`config.mk`:
```
export PLATFORM = sky130hd
export DESIGN_NAME = fetch_issue
export DESIGN_NICKNAME = d
export VERILOG_FILES = /design/src/rtl/fetch_issue.sv
export SDC_FILE = /design/constraint.sdc
export NUM_CORES = 1
export LEC_CHECK = 0
export ABC_AREA = 1
export CAP_MARGIN = 15
export CORE_MARGIN = 8
export CORE_UTILIZATION = 50
export CTS_CLUSTER_SIZE = 14
export DETAILED_ROUTE_END_ITERATION = 12
export PLACE_DENSITY = 0.83
export SLEW_MARGIN = 20
export SYNTH_ARGS = -nofsm -noshare
export SYNTH_HDL_FRONTEND = slang
export SYNTH_SLANG_ARGS = --single-unit
```
`constraint.sdc`:
```
create_clock -name clk -period 4 [get_ports clk]
set_input_delay 0.6 -clock clk [delete_from_list [all_inputs] [get_ports clk]]
set_output_delay 0.6 -clock clk [all_outputs]
set_load 0.01 [all_outputs]
```
`src/rtl/fetch_issue.sv`:
```
// Fetch/issue: PC + imem req/ack, holds one instruction for decode; ack->valid 1 cycle, handshake->next req 1 cycle.
// Backpressure: stays in HOLD (no fetch) while issue_ready=0; redirects mask issue_valid in their cycle.
module fetch_issue #(
  parameter int              PC_W     = 8,
  parameter logic [PC_W-1:0] RESET_PC = '0
) (
  input  logic            clk,
  input  logic            rst_n,
  output logic            imem_req,
  output logic [PC_W-1:0] imem_addr,
  input  logic            imem_ack,
  input  logic [11:0]     imem_data,
  output logic            issue_valid,
  input  logic            issue_ready,
  output logic [3:0]      opcode,
  output logic            imm_flag,
  output logic [1:0]      format,
  output logic [4:0]      operand,
  output logic [PC_W-1:0] issue_pc,
  input  logic            redirect_valid,
  input  logic [PC_W-1:0] redirect_target,
  output logic            halted
);

  typedef enum logic [1:0] {IDLE, FETCH, HOLD, HALT} state_e;

  localparam logic [3:0] OP_HALT = 4'b1110;

  state_e          state_q, state_d;
  logic [PC_W-1:0] pc_q, pc_d;
  logic [PC_W-1:0] addr_q, addr_d;
  logic [PC_W-1:0] issue_pc_q, issue_pc_d;
  logic [11:0]     instr_q, instr_d;
  logic            drop_q, drop_d;

  always_ff @(posedge clk or negedge rst_n) begin
    if (!rst_n) begin
      state_q    <= IDLE;
      pc_q       <= RESET_PC;
      addr_q     <= RESET_PC;
      issue_pc_q <= '0;
      instr_q    <= '0;
      drop_q     <= 1'b0;
    end else begin
      state_q    <= state_d;
      pc_q       <= pc_d;
      addr_q     <= addr_d;
      issue_pc_q <= issue_pc_d;
      instr_q    <= instr_d;
      drop_q     <= drop_d;
    end
  end

  always_comb begin
    state_d     = state_q;
    pc_d        = pc_q;
    addr_d      = addr_q;
    issue_pc_d  = issue_pc_q;
    instr_d     = instr_q;
    drop_d      = drop_q;
    imem_req    = 1'b0;
    issue_valid = 1'b0;
    halted      = 1'b0;

    case (state_q)
      IDLE: begin
        pc_d    = redirect_valid ? redirect_target : pc_q;
        addr_d  = pc_d;
        state_d = FETCH;
      end
      FETCH: begin
        imem_req = 1'b1;
        if (imem_ack) begin
          if (drop_q || redirect_valid) begin
            // Stale data: re-request immediately at the latest target.
            pc_d   = redirect_valid ? redirect_target : pc_q;
            addr_d = pc_d;
            drop_d = 1'b0;
          end else begin
            instr_d    = imem_data;
            issue_pc_d = addr_q;
            pc_d       = addr_q + PC_W'(1);
            state_d    = HOLD;
          end
        end else if (redirect_valid) begin
          // The address must stay put until ack, so only remember the target.
          pc_d   = redirect_target;
          drop_d = 1'b1;
        end
      end
      HOLD: begin
        issue_valid = !redirect_valid;
        if (redirect_valid) begin
          pc_d    = redirect_target;
          addr_d  = redirect_target;
          state_d = FETCH;
        end else if (issue_ready) begin
          if (instr_q[11:8] == OP_HALT) begin
            state_d = HALT;
          end else begin
            addr_d  = pc_q;
            state_d = FETCH;
          end
        end
      end
      HALT: begin
        halted = 1'b1;
      end
      default: begin
        state_d = IDLE;
      end
    endcase
  end

  assign imem_addr = addr_q;
  assign opcode    = instr_q[11:8];
  assign imm_flag  = instr_q[7];
  assign format    = instr_q[6:5];
  assign operand   = instr_q[4:0];
  assign issue_pc  = issue_pc_q;

endmodule

```
Yosys cells after proc, flatten, opt, wreduce, memory -nomap -nowiden
Index checks and enable logic that the tools add are counted.

operators by class
  equal/unequal tests = 10
  bitwise operators = 1
  multiplexer cells = 22
  reduce and logical (&&, ||, !) cells = 11
  $add $sub $neg = 1

operator list
  cell                   count
  $mux W8                8
  $pmux W8 S3            1
  $pmux W8 S2            1
  $mux W2                5
  $add A8 B1 Y8 const B  1
  $mux W1                6
  $ne A2 B2 Y1 const B   3
  $ne A3 B3 Y1 const B   2
  $pmux W2 S3            1
  $reduce_and A3 Y1      2
  $reduce_and A5 Y1      1
  $eq A2 B2 Y1 const B   2
  $eq A4 B4 Y1 const B   1
  $reduce_and A4 Y1      1
  $reduce_bool A2 Y1     2
  $reduce_bool A3 Y1     1
  $eq A2 B1 Y1 const B   1
  $logic_not A2 Y1       1
  $ne A2 B1 Y1 const B   1
  $reduce_or A2 Y1       1
  $logic_not A1 Y1       1
  $logic_or A1 B1 Y1     1
  $not A1 Y1             1

storage, ports and cells
  word-level logic and storage cells = 51
  bits in registers = 39
  output and inout bits = 31
  input bits = 25

Longest topological paths before layout
  depth in word-level cells = 5
  gate-level depth with buffers = 9
  mapped depth without buffers = 8

Worst setup path after synthesis
OpenSTA, ideal clock, no wires.

  path kind = register -> register
  from = register state_q[1]
  to = register addr_q[4] (netlist: imem_addr[4])
  data arrival time = 1.474 ns
  path slack = 2.452 ns
  required time = 3.926 ns
  cell stages (with the launch flop) = 10
  setup time = 0.074 ns
  path through = dfrtp_1 -> inv_1 -> ha_1 -> inv_1 -> nor2_2 -> a21oi_4 -> nand3_4 -> buf_8 -> nand2_1 -> o21ai_2

between the ends
  word-level cells in the longest chain between the ends = 3
  elaborated cells on any way between the ends = 10
  those cells by class = 6 x eq/ne; 1 x mux; 3 x reduce/logical

ends and longest elaborated chain
  what                                                  RTL line  text
  from (decl)                                           29        state_e state_q, state_d;
  from (signal assigned)                                45        state_q <= state_d;
  $eq A2 B2 Y1, or another cell as far along            65        case (state_q)
  $ne A3 B3 Y1 (no line), or another cell as far along  -
  $reduce_and A5 Y1 (no line)                           -
  to (signal assigned)                                  47        addr_q <= addr_d;
  to (decl)                                             31        logic [PC_W-1:0] addr_q, addr_d;

Several ways; a longest one is shown, not always the timed one.
A chain may end at the register's enable or synchronous reset.

Worst setup path after layout
  from = input port redirect_valid
  to = output port issue_valid

between the ends
  word-level cells in the longest chain between the ends = 2

ends and longest elaborated chain
  what              RTL line  text
  from (decl)       20        input logic redirect_valid,
  $logic_not A1 Y1  92        issue_valid = !redirect_valid;
  $mux W1           65
  to (decl)         13        output logic issue_valid,

Every way passes these cells.

==> reports/metrics.cfg <==
[layout]
final_nets = 298
antenna_cells = 0
nFillCells = 332
utilization_pct = 68.20
syn2layout_area_growth_pct = 33.56
drive_gt1_share_pct = 15.67
final_cell_area_mm2 = 0.002689

[global_route]
grt_overflow_total = 0
grt_pass1_vias = 1600
grt_pass1_wl_mm = 7.831
grt_max_degree = 40
antenna_found_initial = 0
track_usage_pct = 15.76

[clocking]
ctsHoldBuffers = 0
cts_num_sinks = 39
insertion_delay_ns = 0.30
htreeDepth = 2
root_buffer = clkbuf_8
cts_resized = 0
clock_path_buffers = 2
cts_tree = built
clk_pin_slew_ns = 0.07
cts_buffers = 5
postCtsSetupBuffers = 0

[power_and_ir_drop]
seqPwrFrac_pct = 35.9
p_total_w = 0.002052
power_switching_w = 0.0007491
pwr-share-clk_pct = 16.7
power.density_mw_per_mm2 = 763.0
vdd_drop_max_mv = 0.3611
internal_power_w = 0.001302
p_leak_nw = 1.241
comb_power_share_pct = 47.4
switching_share_pct = 36.51

[yosys]
syn_nets = 242
synth_common_cells = 56 x nand2_1, 39 x dfrtp_1, 19 x inv_1
synth_area_leaders = dfrtp_1 48%, nand2_1 10%, mux2_4 6.0%, ha_1 3.7%, inv_1 3.5%
synth.most_common_cell = nand2_1
synth_ff_type = dfrtp_1
syn_area_mm2 = 0.002013
yosysTopAreaCell = dfrtp_1
ys_seq_area_share_pct = 48.48
synthArstFlopShare_pct = 100.0
synth.distinct_cells = 24
syn_avg_cell_area_um2 = 9.541
postSynthCellCount = 211
yosysWarnings = 0
synth.top_cell.area_share_pct = 48.48
synth_edf_count = 0
synth-seq-cells = 39

[placed_design]
place_area_mm2 = 0.002571
gp_congestion = 0.8345
dp_hpwl_mm = 3.317
io_buffers = 55

[floorplanning]
die_w_um = 79.46
coreArea_mm2 = 0.003943
std_cell_rows = 23
initial_core_util_pct = 51.06
io_pins = 56
die_y_um = 79.46
dieArea_mm2 = 0.006313

[timing]
finalClockSkew_ns = 0.007574
report.final.slew_viol_count = 0
maxSlewHeadroom_pct = 43.16
final.period_utilization_pct = 67.15
rsz0062_at_grt = no
hold_viol = 0
finalSetupTns_ns = 0
layout_min_cycle_time_ns = 2.686
setup_viol = 0
worst_slew_pin_slew_ns = 0.8526
max_freq_mhz = 372.3

[worst_setup_path]
arrival_ns = 2.09
crit_fanout = 11
startpoint_type = primary input
required_ns = 3.40
rr_worst_depth = 8
crit_path_end_kind = output pin
crit_type = in2out
r2r_setup_slack_ns = 2.10
r2r-start = state_q[0]$_DFFE_PN0P_
r2r-end = pc_q[6]$_DFFE_PN0N_

[run]
max_cap_violations = 0

[routing]
dr.pass1.iters = 4
avgViaCountPerCell = 4.943
post_drt_wl_per_cell_um = 14.16
routed_wirelength_mm = 4.502
ant_nets = 0
drc = 0
drtIter0Drc = 83
num_vias = 1572

[min_path]
hold_class = in2async

[outcome]
status = complete, no violations

-- how the worst max path moves through the flow --
stage                                start                  endpoint  slack, ns
finish                      redirect_valid               issue_valid       1.31
global route                redirect_valid               issue_valid       1.24
CTS                         redirect_valid               issue_valid       1.30
detailed placement          redirect_valid               issue_valid       1.31
global placement            redirect_valid               issue_valid       1.32
floorplan           state_q[1]$_DFFE_PN0P_  imem_addr[4]$_DFFE_PN0P_       2.45
-- metrics by stage --
stage                     cells  hold slack (ns)  setup WS [ns]
after detailed placement    310           0.4656          1.309
after floorplan             211           0.3044          2.452
after global placement      310           0.4537          1.322
after global routing        318           0.4600          1.236
after CTS                   318           0.4282          1.301
final                       318           0.4037          1.314
-- power groups by stage --
| stage | sequential (W) | combinational [W] | clock [W] |
|---|---|---|---|
| after floorplan | 0.000787 | 0.000513 | 0 |
| after global placement | 0.000735 | 0.000955 | 0 |
| after global routing | 0.000768 | 0.00108 | 0.000368 |
| after detailed placement | 0.000744 | 0.000979 | 0 |
| final | 0.000736 | 0.000972 | 0.000343 |
| after CTS | 0.000737 | 0.000986 | 0.000353 |
-- critical path: stages --
cell             delay, ns
clkdlybuf4s50_1       0.67
nor2_2                0.25
clkdlybuf4s50_1       0.57
-- placed cells by master (no fill, tap or decap), types with 2 or more instances in the layout --
cell type / Yosys / layout
or2_2: 3 / 3
dfrtp_1: 39 / 39
mux2_4: 8 / 8
ha_1: 6 / 6
nor2_1: 10 / 10
clkdlybuf4s50_1: 0 / 54
o21ai_2: 8 / 8
nor2_2: 3 / 3
nand3_1: 9 / 9
inv_1: 19 / 19
clkbuf_8: 0 / 6
o21ai_1: 8 / 8
o21ai_0: 11 / 11
nand3_4: 2 / 2
xor2_1: 2 / 2
nand2_1: 56 / 56
a21oi_1: 11 / 11
mux2_2: 6 / 6
-- logic make-up after synthesis --
| group | Yosys count | synth area share, % |
|---|---|---|
| AO/OA/AOI/OAI | 39 | 11.75 |
| adder cells (fa/ha/maj) | 6 | 3.729 |
| flip-flops | 39 | 48.48 |
| multiplexers | 15 | 9.820 |
| XOR/XNOR | 2 | 0.8703 |
| AND/OR/NAND/NOR | 85 | 19.33 |
| buffers and inverters | 25 | 6.028 |
-- metal layers --
metal / GRT usage [%] / up-vias / share of wire (%)
met5: 0 / - / 0
met4: 8.148 / 0 / 1.8
met3: 4.054 / 7 / 5.8
met2: 24.69 / 45 / 49
met1: 19.51 / 719 / 44
li1: - / 801 / -
-- final cells by class --
type	instances	area (µm²)	share of cell area, %
Timing Repair Buffer	55	545.5	20.29
Clock inverter	2	35.03	1.303
Inverter	19	71.32	2.652
Clock buffer	6	82.58	3.071
Tap cell	50	62.56	2.327
Sequential cell	39	975.9	36.30
Multi-Input combinational cell	147	915.9	34.06
-- state kept, by name, indices dropped and copies added, names as in the netlist --
register,flops
instr_q,12
imem_addr,8
issue_pc,8
pc_q,8
state_q,2
drop_q,1
Note: power is estimated with default switching activity, not from simulation.
